<file path="src/rtl/cmd_dispatch_queue.sv">
// -----------------------------------------------------------------------------
// cmd_dispatch_queue
// Feeds 2-bit state commands to the UDP command sender. Commands are buffered
// in a small FIFO and issued one at a time as a single-cycle cmd_valid pulse.
// The next command is issued only after tx_done. A per-attempt timeout with
// bounded retry keeps a hung Ethernet path from stalling the queue.
//
// Optional build macro: CMD_DEDUP_EN
//   Defined  : a push equal to the most recently accepted command is dropped
//              silently while that command is still queued or in flight.
//   Undefined: every push is queued; no duplicate comparison exists.
// -----------------------------------------------------------------------------
module cmd_dispatch_queue #(
  parameter int FIFO_DEPTH  = 8,
  parameter int TIMEOUT_CYC = 1000000,
  parameter int MAX_RETRY   = 2,
  parameter int GAP_CYC     = 4
) (
  input  logic                          clk_50,
  input  logic                          sys_rst,
  input  logic                          evt_valid,
  input  logic [1:0]                    evt_cmd,
  output logic                          evt_ready,
  output logic [1:0]                    cmd_out,
  output logic                          cmd_valid,
  input  logic                          tx_done,
  output logic                          busy,
  output logic [$clog2(FIFO_DEPTH):0]   fifo_level,
  output logic                          overflow,
  input  logic                          ovf_clr,
  output logic                          timeout_err
);

  // Pointer/index widths: pointers carry one extra wrap bit.
  localparam int IW = $clog2(FIFO_DEPTH);
  localparam int PW = IW + 1;
  // Counter widths, never narrower than one bit.
  localparam int TW = (TIMEOUT_CYC > 1) ? $clog2(TIMEOUT_CYC) : 1;
  localparam int GW = (GAP_CYC > 1) ? $clog2(GAP_CYC) : 1;
  localparam int RW = (MAX_RETRY > 0) ? $clog2(MAX_RETRY + 1) : 1;

  localparam logic [TW-1:0] TO_LAST   = TW'(TIMEOUT_CYC - 1);
  localparam logic [TW-1:0] TO_ONE    = TW'(1);
  localparam logic [GW-1:0] GAP_LAST  = GW'(GAP_CYC - 1);
  localparam logic [GW-1:0] GAP_ONE   = GW'(1);
  localparam logic [RW-1:0] RETRY_MAX = RW'(MAX_RETRY);
  localparam logic [RW-1:0] RETRY_ONE = RW'(1);
  localparam logic [PW-1:0] PTR_ONE   = PW'(1);

  // Dispatcher states.
  localparam logic [1:0] ST_IDLE  = 2'd0;
  localparam logic [1:0] ST_ISSUE = 2'd1;
  localparam logic [1:0] ST_WAIT  = 2'd2;
  localparam logic [1:0] ST_GAP   = 2'd3;

  // FIFO storage and bookkeeping.
  logic [1:0]    mem_r [FIFO_DEPTH];
  logic [PW-1:0] wr_ptr_r;
  logic [PW-1:0] rd_ptr_r;
  logic [PW-1:0] level_r;
  logic          full_s;
  logic [1:0]    head_s;

  // Dispatcher state and counters.
  logic [1:0]    state_r;
  logic [1:0]    state_nxt_s;
  logic [TW-1:0] to_cnt_r;
  logic [GW-1:0] gap_cnt_r;
  logic [RW-1:0] retry_cnt_r;

  // Control strobes.
  logic          pop_s;
  logic          retry_s;
  logic          drop_s;
  logic          dup_s;
  logic          push_req_s;
  logic          push_s;
  logic          ovf_set_s;
  logic          issue_s;

  // Registered outputs.
  logic [1:0]    cmd_out_r;
  logic          cmd_valid_r;
  logic          busy_r;
  logic          overflow_r;
  logic          timeout_err_r;

`ifdef CMD_DEDUP_EN
  // Most recently accepted command, used by the duplicate filter.
  logic [1:0]    last_cmd_r;
`endif

  // Full when the wrap bits differ and the index bits match.
  assign full_s = (wr_ptr_r[PW-1] != rd_ptr_r[PW-1]) &&
                  (wr_ptr_r[IW-1:0] == rd_ptr_r[IW-1:0]);
  assign head_s = mem_r[rd_ptr_r[IW-1:0]];

  assign evt_ready   = ~full_s;
  assign fifo_level  = level_r;
  assign cmd_out     = cmd_out_r;
  assign cmd_valid   = cmd_valid_r;
  assign busy        = busy_r;
  assign overflow    = overflow_r;
  assign timeout_err = timeout_err_r;

  // Next-state decode; pop/retry/drop strobes for the current head.
  always_comb begin
    state_nxt_s = state_r;
    pop_s       = 1'b0;
    retry_s     = 1'b0;
    drop_s      = 1'b0;
    case (state_r)
      ST_IDLE: begin
        if (level_r != {PW{1'b0}}) begin
          state_nxt_s = ST_ISSUE;
        end else begin
          state_nxt_s = ST_IDLE;
        end
      end
      ST_ISSUE: begin
        state_nxt_s = ST_WAIT;
      end
      ST_WAIT: begin
        // A tx_done landing on the timeout cycle still counts as success.
        if (tx_done) begin
          pop_s       = 1'b1;
          state_nxt_s = ST_GAP;
        end else if (to_cnt_r == TO_LAST) begin
          state_nxt_s = ST_GAP;
          if (retry_cnt_r < RETRY_MAX) begin
            retry_s = 1'b1;
          end else begin
            pop_s  = 1'b1;
            drop_s = 1'b1;
          end
        end else begin
          state_nxt_s = ST_WAIT;
        end
      end
      ST_GAP: begin
        // Guaranteed low time so the sender always sees a fresh rising edge.
        if (gap_cnt_r == GAP_LAST) begin
          state_nxt_s = ST_IDLE;
        end else begin
          state_nxt_s = ST_GAP;
        end
      end
      default: begin
        state_nxt_s = ST_IDLE;
      end
    endcase
  end

  // Issue strobe: the IDLE -> ISSUE transition.
  always_comb begin
    if ((state_r == ST_IDLE) && (state_nxt_s == ST_ISSUE)) begin
      issue_s = 1'b1;
    end else begin
      issue_s = 1'b0;
    end
  end

  // Push acceptance: duplicate filter first, then space (a same-cycle pop frees a slot).
  always_comb begin
`ifdef CMD_DEDUP_EN
    // The newest FIFO entry is always the last accepted command, so it is
    // still pending exactly while the FIFO holds anything.
    if (evt_valid && (level_r != {PW{1'b0}}) && (evt_cmd == last_cmd_r)) begin
      dup_s = 1'b1;
    end else begin
      dup_s = 1'b0;
    end
`else
    dup_s = 1'b0;
`endif
    push_req_s = evt_valid & ~dup_s;
    push_s     = push_req_s & (~full_s | pop_s);
    ovf_set_s  = push_req_s & ~push_s;
  end

  // FIFO data write; contents need no reset because pointers gate visibility.
  always_ff @(posedge clk_50) begin
    if (push_s) begin
      mem_r[wr_ptr_r[IW-1:0]] <= evt_cmd;
    end
  end

  // FIFO pointers and level; a push and pop together leave the level unchanged.
  always_ff @(posedge clk_50) begin
    if (sys_rst) begin
      wr_ptr_r <= {PW{1'b0}};
      rd_ptr_r <= {PW{1'b0}};
      level_r  <= {PW{1'b0}};
    end else begin
      if (push_s) begin
        wr_ptr_r <= wr_ptr_r + PTR_ONE;
      end
      if (pop_s) begin
        rd_ptr_r <= rd_ptr_r + PTR_ONE;
      end
      case ({push_s, pop_s})
        2'b10:   level_r <= level_r + PTR_ONE;
        2'b01:   level_r <= level_r - PTR_ONE;
        default: level_r <= level_r;
      endcase
    end
  end

  // Dispatcher state, per-attempt timeout, gap and retry counters.
  always_ff @(posedge clk_50) begin
    if (sys_rst) begin
      state_r     <= ST_IDLE;
      to_cnt_r    <= {TW{1'b0}};
      gap_cnt_r   <= {GW{1'b0}};
      retry_cnt_r <= {RW{1'b0}};
    end else begin
      state_r <= state_nxt_s;
      if ((state_r == ST_WAIT) && (state_nxt_s == ST_WAIT)) begin
        to_cnt_r <= to_cnt_r + TO_ONE;
      end else begin
        to_cnt_r <= {TW{1'b0}};
      end
      if ((state_r == ST_GAP) && (state_nxt_s == ST_GAP)) begin
        gap_cnt_r <= gap_cnt_r + GAP_ONE;
      end else begin
        gap_cnt_r <= {GW{1'b0}};
      end
      if (retry_s) begin
        retry_cnt_r <= retry_cnt_r + RETRY_ONE;
      end else if (pop_s) begin
        retry_cnt_r <= {RW{1'b0}};
      end else begin
        retry_cnt_r <= retry_cnt_r;
      end
    end
  end

  // Output registers: issue pulse, held command, busy, sticky overflow, drop pulse.
  always_ff @(posedge clk_50) begin
    if (sys_rst) begin
      cmd_out_r     <= 2'b00;
      cmd_valid_r   <= 1'b0;
      busy_r        <= 1'b0;
      overflow_r    <= 1'b0;
      timeout_err_r <= 1'b0;
    end else begin
      cmd_valid_r   <= issue_s;
      busy_r        <= (state_nxt_s != ST_IDLE);
      timeout_err_r <= drop_s;
      if (issue_s) begin
        cmd_out_r <= head_s;
      end else begin
        cmd_out_r <= cmd_out_r;
      end
      // Clear wins over a same-cycle dropped push.
      if (ovf_clr) begin
        overflow_r <= 1'b0;
      end else if (ovf_set_s) begin
        overflow_r <= 1'b1;
      end else begin
        overflow_r <= overflow_r;
      end
    end
  end

`ifdef CMD_DEDUP_EN
  // Remember the most recently accepted command for the duplicate filter.
  always_ff @(posedge clk_50) begin
    if (sys_rst) begin
      last_cmd_r <= 2'b00;
    end else if (push_s) begin
      last_cmd_r <= evt_cmd;
    end else begin
      last_cmd_r <= last_cmd_r;
    end
  end
`endif

endmodule

</file>
<file path="config.mk">
export PLATFORM = sky130hd
export DESIGN_NAME = cmd_dispatch_queue
export DESIGN_NICKNAME = d
export VERILOG_FILES = /design/src/rtl/cmd_dispatch_queue.sv
export SDC_FILE = /design/constraint.sdc
export NUM_CORES = 1
export LEC_CHECK = 0
export BUFFER_PORTS_ARGS = -buffer_cell sky130_fd_sc_hd__buf_2
export CORE_AREA = 5 5 78 80
export CTS_CLUSTER_SIZE = 14
export DETAILED_ROUTE_END_ITERATION = 8
export DIE_AREA = 0 0 83 85
export GPL_ROUTABILITY_DRIVEN = 0
export PLACE_DENSITY = 0.73
export RECOVER_POWER = 100
export SLEW_MARGIN = 20
export SYNTH_ARGS = -nofsm -noshare
export SYNTH_HDL_FRONTEND = slang
export SYNTH_SLANG_ARGS = --single-unit
export TNS_END_PERCENT = 50
</file>
<file path="constraint.sdc">
create_clock -name clk_50 -period 3.5 [get_ports clk_50]
set_input_delay 0.525 -clock clk_50 [delete_from_list [all_inputs] [get_ports clk_50]]
set_output_delay 0.525 -clock clk_50 [all_outputs]
set_load 0.05 [all_outputs]
</file>
==> results of run 1 <==
==> cell families (layout without fill, tap and decap cells) <==
group,count (synthesis),count (layout)
AND/OR/NAND/NOR,121,121
flip-flops,60,60
AO/OA/AOI/OAI,33,33
XOR/XNOR,24,24
buffers and inverters,22,41
multiplexers,15,15
adder cells (fa/ha/maj),7,7
==> synthesized netlist by cell type (all sizes together), types with 2 or more instances <==
cell    instances
nor4            2
mux4            4
o21ai           8
nand3           7
nand3b          2
nor2           43
or3             2
or4             4
ha              6
and4bb          2
edfxtp         16
nor3            5
and4            3
buf             6
nand4           8
nand2b          6
o311ai          3
a21o            2
mux2i           7
xor2           11
and3b           3
and3            7
xnor2          13
nor2b           6
dfxtp          44
and4b           4
a21oi          12
nand2          11
mux2            4
clkbuf          8
inv             7
==> power breakdown <==
part / internal [W] / switching, W / leakage, nW / total (W)
logic: 0.0000796 / 0.000151 / 0.495 / 0.000231
clock network: 0.000395 / 0.000260 / 0.107 / 0.000654
registers: 0.000746 / 0.0000405 / 0.502 / 0.000786
total: 0.00122 / 0.000451 / 1.10 / 0.00167
==> metal layers <==
layer,vias to the layer above,global-route usage,share of wire
li1,1043,-,-
met1,950,0.217,0.51
met2,26,0.241,0.44
met3,7,0.0388,0.037
met4,0,0.0847,0.012
met5,-,0,0
==> worst max-delay path by stage <==
stage	startpoint	endpoint	slack, ps
2_1_floorplan	to_cnt_r[7]	fifo_level[1]	1000
3_3_place_gp	to_cnt_r[0]	fifo_level[1]	860
3_5_place_dp	to_cnt_r[0]	fifo_level[1]	790
4_1_cts	to_cnt_r[0]	fifo_level[1]	770
5_1_grt	to_cnt_r[0]	fifo_level[1]	540
6_report	to_cnt_r[0]	fifo_level[1]	760
==> per-stage QoR <==
stage          hold slack, ps  instance area [sq um]  total power [W]  cells
2_1_floorplan             406                   2890         0.000985    282
3_3_place_gp              418                   2990          0.00103    357
3_5_place_dp              435                   2990          0.00104    357
4_1_cts                   331                   3190          0.00169    373
5_1_grt                   323                   3170          0.00176    373
6_report                  346                   3170          0.00167    373
==> flip-flops by register name, summed over array words and instances (netlist names) <==
signal,count
busy,1
cmd_out,2
cmd_valid,1
fifo_level,4
gap_cnt_r,2
mem_r,16
overflow,1
rd_ptr_r,4
retry_cnt_r,2
state_r,2
timeout_err,1
to_cnt_r,20
wr_ptr_r,4
==> final cells by class <==
| type | instances | area, sq um |
|---|---|---|
| Fill cell | 508 | 2170 |
| Multi-Input combinational cell | 200 | 1410 |
| Sequential cell | 60 | 1360 |
| Clock buffer | 10 | 128 |
| Tap cell | 72 | 90.1 |
| Clock inverter | 6 | 78.8 |
| Timing Repair Buffer | 18 | 75.1 |
| Inverter | 7 | 26.3 |
==> impl_metrics.ini, run 1 <==
[outcome]
status = finished clean

[clock_network]
cts_hold_buf = 0
root_buffer = clkbuf_8
clock-sinks = 60
clk_latency_ps = 330
cts_buffers = 9
cts_tree = built
htree_levels = 3
clk_pin_slew_worst_paths_ps = 70
clockBufferDepth = 2
ctsResizeCount = 0
post-cts-setup-buffers = 0

[logic_synthesis]
ys.flop_type = dfxtp_1
synth-simple-area-share = 0.235
synth_xor_area_frac = 0.0728
postSynthCellCount = 282
synthDistinctLibCells = 55
synthAdderAreaFrac = 0.0329
synth_top_family_by_area = simple AND/OR/NAND/NOR gates
synth_top_area_frac = 0.305
synth_warnings = 0
synth_compound_area_frac = 0.0785
synthArstFlopShare = 0
ys_seq_area_frac = 0.472
mappedNetlistArea_sq_um = 2890
synth.area.top_cells = dfxtp_1, edfxtp_1, nor2_1
synth-seq-cells = 60
synth_edf_count = 16
synth_nets = 296
syn_avg_cell_area_sq_um = 10.2
synth_area_leader_cell = dfxtp_1
synthMuxAreaShare = 0.0711

[layout]
final_cell_mix = dfxtp_1, nor2_1, edfxtp_1
diodes = 0
layout_commonest_cell = dfxtp_1
nets = 310
final_util = 0.594
drive_above_1_share = 0.110
syn_to_final_growth_pct = 9.75

[sta]
fin_tns_setup_ps = 0
fmax_mhz = 365
tightest_slew_ps = 1320
finalMaxSlewViolations = 0
finClkSkew_ps = 9.18
rsz0062_at_grt = no
finalSetupViolCount = 0
final.setup.worst_slack_ps = 758
period_needed_ps = 2740
max_slew_margin = 0.118
timing.final.hold_violations = 0
fin_crit_sh = 0.783

[hold_path]
hold_depth = 2
hp-class = primary input to register
worstHoldStart = ovf_clr
hold_end = overflow

[global_route]
grt_usage = 0.161
grt_pass1_vias = 1946
grt_max_degree = 34
grt_overflow_total = 0
grt_pass1_wl_microns = 9110
antenna_found_initial = 0

[place]
io_buffers = 17
preCtsSetupSlack_ps = 786
dp_hpwl_microns = 3680

[power_and_ir_drop]
p_per_area_nw_per_um2 = 528
power_leakage_nw = 1.10
peakVddDrop_mv = 0.240

[route]
via_per_inst = 5.43
drc = 0
drtIter0Drc = 117
postRouteAntennaNets = 0
vias = 2026
dr.pass1.iters = 4
drt-total-wl_microns = 5270
wl_per_cell_microns = 14.1

[flow_run]
drv_cap = 0

[critical_path]
cp.arrival_ps = 2970
cp.required_ps = 3730
r2r_start = to_cnt_r[0]
critical_path.top_delay_family = simple AND/OR/NAND/NOR gates
r2r_end = fifo_level[1]
cp-end-kind = register
max_stage_delay_ps = 490
critPathBufInv = 1
start_kind = register
cp_max_fo = 7
crit_chain = ha_1, nand3_1, nor4_1, a31o_2, inv_1, fa_1, or4_1, o311ai_0
crit_cells = 8
critPathSlowestCell = or4_1
worstSetupPathType = register to register
r2r_slack_ps = 760
reg2reg_depth = 8

[floorplan]
die_y_microns = 85
start_util = 0.541
fp-row-count = 27
dieArea_sq_um = 7060
io_pins = 18
die_w_microns = 83
design.core.area_sq_um = 5340
(Power assumes the default switching activity.)
==> inputs of run 2 (changes only) <==
--- a/config.mk
+++ b/config.mk
@@ -5,13 +5,14 @@
 export SDC_FILE = /design/constraint.sdc
 export NUM_CORES = 1
 export LEC_CHECK = 0
+export ABC_AREA = 1
 export BUFFER_PORTS_ARGS = -buffer_cell sky130_fd_sc_hd__buf_2
 export CORE_AREA = 5 5 78 80
 export CTS_CLUSTER_SIZE = 14
 export DETAILED_ROUTE_END_ITERATION = 8
 export DIE_AREA = 0 0 83 85
 export GPL_ROUTABILITY_DRIVEN = 0
-export PLACE_DENSITY = 0.73
+export PLACE_DENSITY = 0.74
 export RECOVER_POWER = 100
 export SLEW_MARGIN = 20
 export SYNTH_ARGS = -nofsm -noshare
==> constraint.sdc (replaced) <==
create_clock -name clk_50 -period 2.5 [get_ports clk_50]
set_input_delay 0.375 -clock clk_50 [delete_from_list [all_inputs] [get_ports clk_50]]
set_output_delay 0.375 -clock clk_50 [all_outputs]
set_load 0.05 [all_outputs]
==> run 2 against run 1 <==
  * Clock skew about the same
  * Register-to-register slack got worse by 610 ps
  * Clock power up 35%
  * Wire length rose by 3.8%
  * Area after synthesis shrank 3.8%
  * Die area is the same
  * Critical path type unchanged
  * Largest power group unchanged
  * Highest routed layer unchanged
==> impl_metrics.ini, run 2 <==
[logic_synthesis]
mappedNetlistArea_sq_um = 2780
syn_avg_cell_area_sq_um = 8.19
synth_common_cells = nand2_1, nor2_1, dfxtp_1, inv_1
synth-seq-cells = 60
postSynthCellCount = 339
synth_most_common_cell = nand2_1
synth_warnings = 0
synth_edf_count = 16
synth_area_leader_cell = dfxtp_1
ys_seq_area_frac = 0.490
synthArstFlopShare = 0
ys.flop_type = dfxtp_1
synthDistinctLibCells = 41
synth.area.top_cells = dfxtp_1, edfxtp_1, nand2_1
synth_top_area_frac = 0.317
synth_nets = 353

[layout]
drive_above_1_share = 0.116
final_cell_mix = nand2_1, nor2_1, dfxtp_1
largest_reg_flops = 20
fin_cells = 442
top_register = to_cnt_r
layout_commonest_cell = nand2_1
syn_to_final_growth_pct = 13.7
diodes = 0
nets = 379

[clock_network]
cts_buffers = 9
clockBufferDepth = 2
clk_pin_slew_worst_paths_ps = 70
root_buffer = clkbuf_8
cts_hold_buf = 0
htree_levels = 3
cts_tree = built
clock-sinks = 60
post-cts-setup-buffers = 0
clk_latency_ps = 340

[power_and_ir_drop]
peakVddDrop_mv = 0.348
p_clk_frac = 0.391
p_per_area_nw_per_um2 = 713
internal_power_w = 0.00162
p_sw_frac = 0.279
power_switching_w = 0.000630
seq_power_share = 0.478
power_leakage_nw = 1.23
combPwrFrac = 0.131

[floorplan]
io_pins = 18
design.core.area_sq_um = 5340
start_util = 0.520
die_y_microns = 85
die_w_microns = 83
fp-row-count = 27
dieArea_sq_um = 7060

[global_route]
grt_pass1_wl_microns = 9270
grt_max_degree = 15
grt_overflow_total = 0
grt_usage = 0.164
antenna_found_initial = 0
grt_pass1_vias = 2081

[sta]
rsz0062_at_grt = no
finalMaxSlewViolations = 0
fmax_mhz = 426
fin_crit_sh = 0.940
finalSetupViolCount = 0
fin_tns_setup_ps = 0
max_slew_margin = 0.597
finClkSkew_ps = 9.43
hold_slack_ps = 182
timing.final.hold_violations = 0
tightest_slew_ps = 605
period_needed_ps = 2350

[route]
dr.max_layer_used = met4
postRouteAntennaNets = 0
vias = 2252
drt-total-wl_microns = 5470
wl_met2_microns = 2560
wl_per_cell_microns = 12.4
via_per_inst = 5.10
wl_met3_microns = 218
dr.pass1.iters = 4
wl_met1_microns = 2540
drc = 0
drtIter0Drc = 131

[critical_path]
cp.arrival_ps = 2390
max_stage_delay_ps = 380
critPathMostFrequentCell = nand2_1
cp.required_ps = 2530
critical_path.top_delay_family = simple AND/OR/NAND/NOR gates
critPathBufInv = 1
worstSetupPathType = register to register
cp-end-kind = register
crit_chain = ha_4, nand3_2, nor2_1, nand3_1, nand2_2, nand3_4, buf_4, nand2_1, nand2_1, or2_0, nor3_2
start_kind = register
critPathSlowestCell = or2_0
cp_max_fo = 9

[place]
dp_hpwl_microns = 3900
dp.cells = 426
io_buffers = 17

[outcome]
status = finished clean

[flow_run]
drv_cap = 0

[hold_path]
hp-class = primary input to register
## run 2: changes by cell type in the layout (fill, tap and decap cells not counted), moves of 6 or more
cell	delta
nand2_1	+58
inv_1	+28
nor2_1	+15
nand3_1	+11
xnor2_1	-8
and3_1	-6
mux2i_1	-6
nand2b_1	-6
nor2b_1	-6
## run 2: layout make-up
cell class / instances / area, sq um
clock inverter: 3 / 15.0
inverter: 39 / 146
clock buffer: 13 / 191
multi-input combinational: 235 / 1260
timing repair buffer: 20 / 88.8
sequential: 60 / 1370
fill: 500 / 2180
tap: 72 / 90.1
## run 2: metal layers
metal / vias to the layer above / track usage
met2: 50 / 0.258
met4: 0 / 0.0906
li1: 1147 / -
met1: 1042 / 0.197
met3: 13 / 0.0544
met5: - / 0
## run 2: metrics by stage
stage / setup WS (ps) / power [W] / cell area, sq um / utilization
after global routing: 2.02 / 0.00236 / 3160 / 0.592
after detailed placement: 45.7 / 0.00140 / 2950 / 0.553
final: 150 / 0.00225 / 3160 / 0.592
after CTS: 16.6 / 0.00227 / 3160 / 0.593
after global placement: 155 / 0.00139 / 2950 / 0.553
after floorplan: 180 / 0.00132 / 2780 / -
## run 2: repair_timing
| action | CTS | global route |
|---|---|---|
| endpoints found under the setup margin | 1 | 1 |
| pin swaps | 0 | 2 |
| gates resized for setup | 1 | 10 |
## run 2: path summary, 6_finish.rpt
| kind | start | endpoint | slack [ps] | cells past startpoint |
|---|---|---|---|---|
| setup reg to reg | to_cnt_r[0] | mem_r[6][0] | 150 | 11 |
| hold reg to reg | gap_cnt_r[0] | gap_cnt_r[0] | 430 | 1 |
| hold / removal | ovf_clr | overflow | 180 | 2 |
| setup / recovery | to_cnt_r[0] | mem_r[6][0] | 150 | 11 |
## run 2: worst reg2reg max path: stages (launching register included)
cell and delay, ps:
dfxtp_4 370, ha_4 140, nand3_2 110, nor2_1 120
nand3_1 100, nand2_2 110, nand3_4 70, buf_4 170
nand2_1 90, nand2_1 170, or2_0 380, nor3_2 220
## run 2: power by group through the flow
stage	logic, W	clock network (W)	registers, W
after floorplan	0.000149	0	0.00117
after global placement	0.000299	0	0.00109
after detailed placement	0.000303	0	0.00110
after CTS	0.000305	0.000892	0.00107
after global routing	0.000327	0.000948	0.00108
final	0.000296	0.000880	0.00108
## run 2: cells by family after synthesis
kind of cell,share of synthesized area
simple gates,0.281
flops,0.490
buf+inv,0.0608
compound gates,0.0797
xor+xnor,0.0504
fa+ha+maj,0.0342
mux,0.00360
==> inputs of run 3 (changes only) <==
--- a/config.mk
+++ b/config.mk
@@ -12,6 +12,7 @@
 export DETAILED_ROUTE_END_ITERATION = 8
 export DIE_AREA = 0 0 83 85
 export GPL_ROUTABILITY_DRIVEN = 0
+export MAX_ROUTING_LAYER = met4
 export PLACE_DENSITY = 0.74
 export RECOVER_POWER = 100
 export SLEW_MARGIN = 20
==> run 3 against run 2 <==
  * Utilization unchanged
  * Die area did not move
  * Non-clock buffer count unchanged
  * Largest cell class unchanged
  * Highest routed layer unchanged
==> impl_metrics.ini, run 3 (synthesis gave the netlist of run 2 again) <==
[outcome]
status = finished clean

[hold_path]
hp-class = primary input to register
worstHoldStart = ovf_clr
hold_depth = 2
hold_end = overflow

[layout]
seqCellArea_sq_um = 1370
layout_commonest_cell = nand2_1
syn_to_final_growth_pct = 13.7
largest_reg_flops = 20
fill_cells = 500
fin_cells = 442
diodes = 0
top_register = to_cnt_r
multi_input_comb_area_sq_um = 1260
final_cell_mix = nand2_1, nor2_1, dfxtp_1
drive_above_1_share = 0.116
nets = 379

[floorplan]
io_pins = 18
start_util = 0.520
die_y_microns = 85
design.core.area_sq_um = 5340
die_w_microns = 83
dieArea_sq_um = 7060
fp-row-count = 27

[global_route]
antenna_found_initial = 0
grt_pass1_wl_microns = 9270
grt_overflow_total = 0
grt_pass1_vias = 2081
grt_usage = 0.168
grt_max_degree = 15

[route]
wl_per_cell_microns = 12.4
vias = 2255
drt-total-wl_microns = 5490
drtIter0Drc = 131
via_per_inst = 5.10
drc = 0
postRouteAntennaNets = 0
dr.pass1.iters = 4

[clock_network]
clk_pin_slew_worst_paths_ps = 70
cts_tree = built
cts_buffers = 9
cts_hold_buf = 0
clockBufferDepth = 2
htree_levels = 3
root_buffer = clkbuf_8
clock-sinks = 60
clk_latency_ps = 330

[sta]
fin_crit_sh = 0.936
hold_slack_ps = 186
period_needed_ps = 2340
fin_tns_setup_ps = 0
finalMaxSlewViolations = 0
finClkSkew_ps = 9.34
finalSetupViolCount = 0
timing.final.hold_violations = 0
tightest_slew_ps = 613
max_slew_margin = 0.591
fmax_mhz = 427
rsz0062_at_grt = no

[critical_path]
r2r_end = mem_r[6][0]
critPathMostFrequentCell = nand2_1
crit_chain = ha_4, nand3_2, nor2_1, nand3_1, nand2_2, nand3_4, buf_4, nand2_1, nand2_1, or2_0, nor3_2
r2r_start = to_cnt_r[0]
reg2reg_depth = 11
critPathSlowestCell = or2_0
max_stage_delay_ps = 380
cp_max_fo = 9
cp-end-kind = register
cp.required_ps = 2530
worstSetupPathType = register to register
r2r_slack_ps = 160
start_kind = register
cp.arrival_ps = 2370

[power_and_ir_drop]
total_power_w = 0.00225
power_leakage_nw = 1.23
p_per_area_nw_per_um2 = 712
peakVddDrop_mv = 0.346

[flow_run]
drv_cap = 0

[place]
dp.cells = 426
dp_hpwl_microns = 3900
io_buffers = 17
[run 3: cell counts in the layout (fill, tap and decap cells not counted)]
Identical to the previous run, type by type.
[run 3: cell type report]
cell class,count,share of cell area
inverters,39,0.0463
repair buffers,20,0.0281
flip-flops and latches,60,0.433
clock buffers,13,0.0606
well taps,72,0.0285
clock inverters,3,0.00475
multi-input cells,235,0.399
[run 3: repair_timing]
action / in CTS / in global routing
pin swaps: 0 / 2
resized for setup: 1 / 10
endpoints found under the setup margin: 1 / 1
buffers inserted: 0 / 0
[run 3: worst max path at each step]
stage,end,depth (start not counted),slack [ps],startpoint
finish,mem_r[6][0],11,160,to_cnt_r[0]
global route,fifo_level[3],18,2,to_cnt_r[0]
CTS,fifo_level[3],18,20,to_cnt_r[0]
detailed placement,fifo_level[3],18,50,to_cnt_r[0]
global placement,fifo_level[3],18,150,to_cnt_r[0]
floorplan,fifo_level[3],18,180,to_cnt_r[0]
[run 3: stage by stage]
stage,setup slack (ps),cell area [sq um],util
6_report,160,3160,0.592
4_1_cts,16.6,3160,0.593
3_5_place_dp,45.7,2950,0.553
3_3_place_gp,155,2950,0.553
5_1_grt,2.06,3160,0.592
2_1_floorplan,180,2780,-
[run 3: worst max-delay path: cells and delay by family (launching register included)]
kind	cells	cell delay, ps
AND/OR/NAND/NOR	9	1360
flip-flops	1	370
buffers and inverters	1	170
adder cells (fa/ha/maj)	1	140
[run 3: layer usage]
metal / track usage / part of all wire / vias up
li1: - / - / 1149
met1: 0.197 / 0.46 / 1040
met2: 0.258 / 0.46 / 52
met3: 0.0544 / 0.048 / 14
met4: 0.0906 / 0.030 / 0
met5: - / 0 / -
[run 3: power by group]
| group | switching [W] | internal, W | total (W) |
|---|---|---|---|
| Combinational | 0.000217 | 0.0000784 | 0.000296 |
| Sequential | 0.0000352 | 0.00104 | 0.00108 |
| Clock | 0.000374 | 0.000503 | 0.000877 |
| Total | 0.000627 | 0.00162 | 0.00225 |
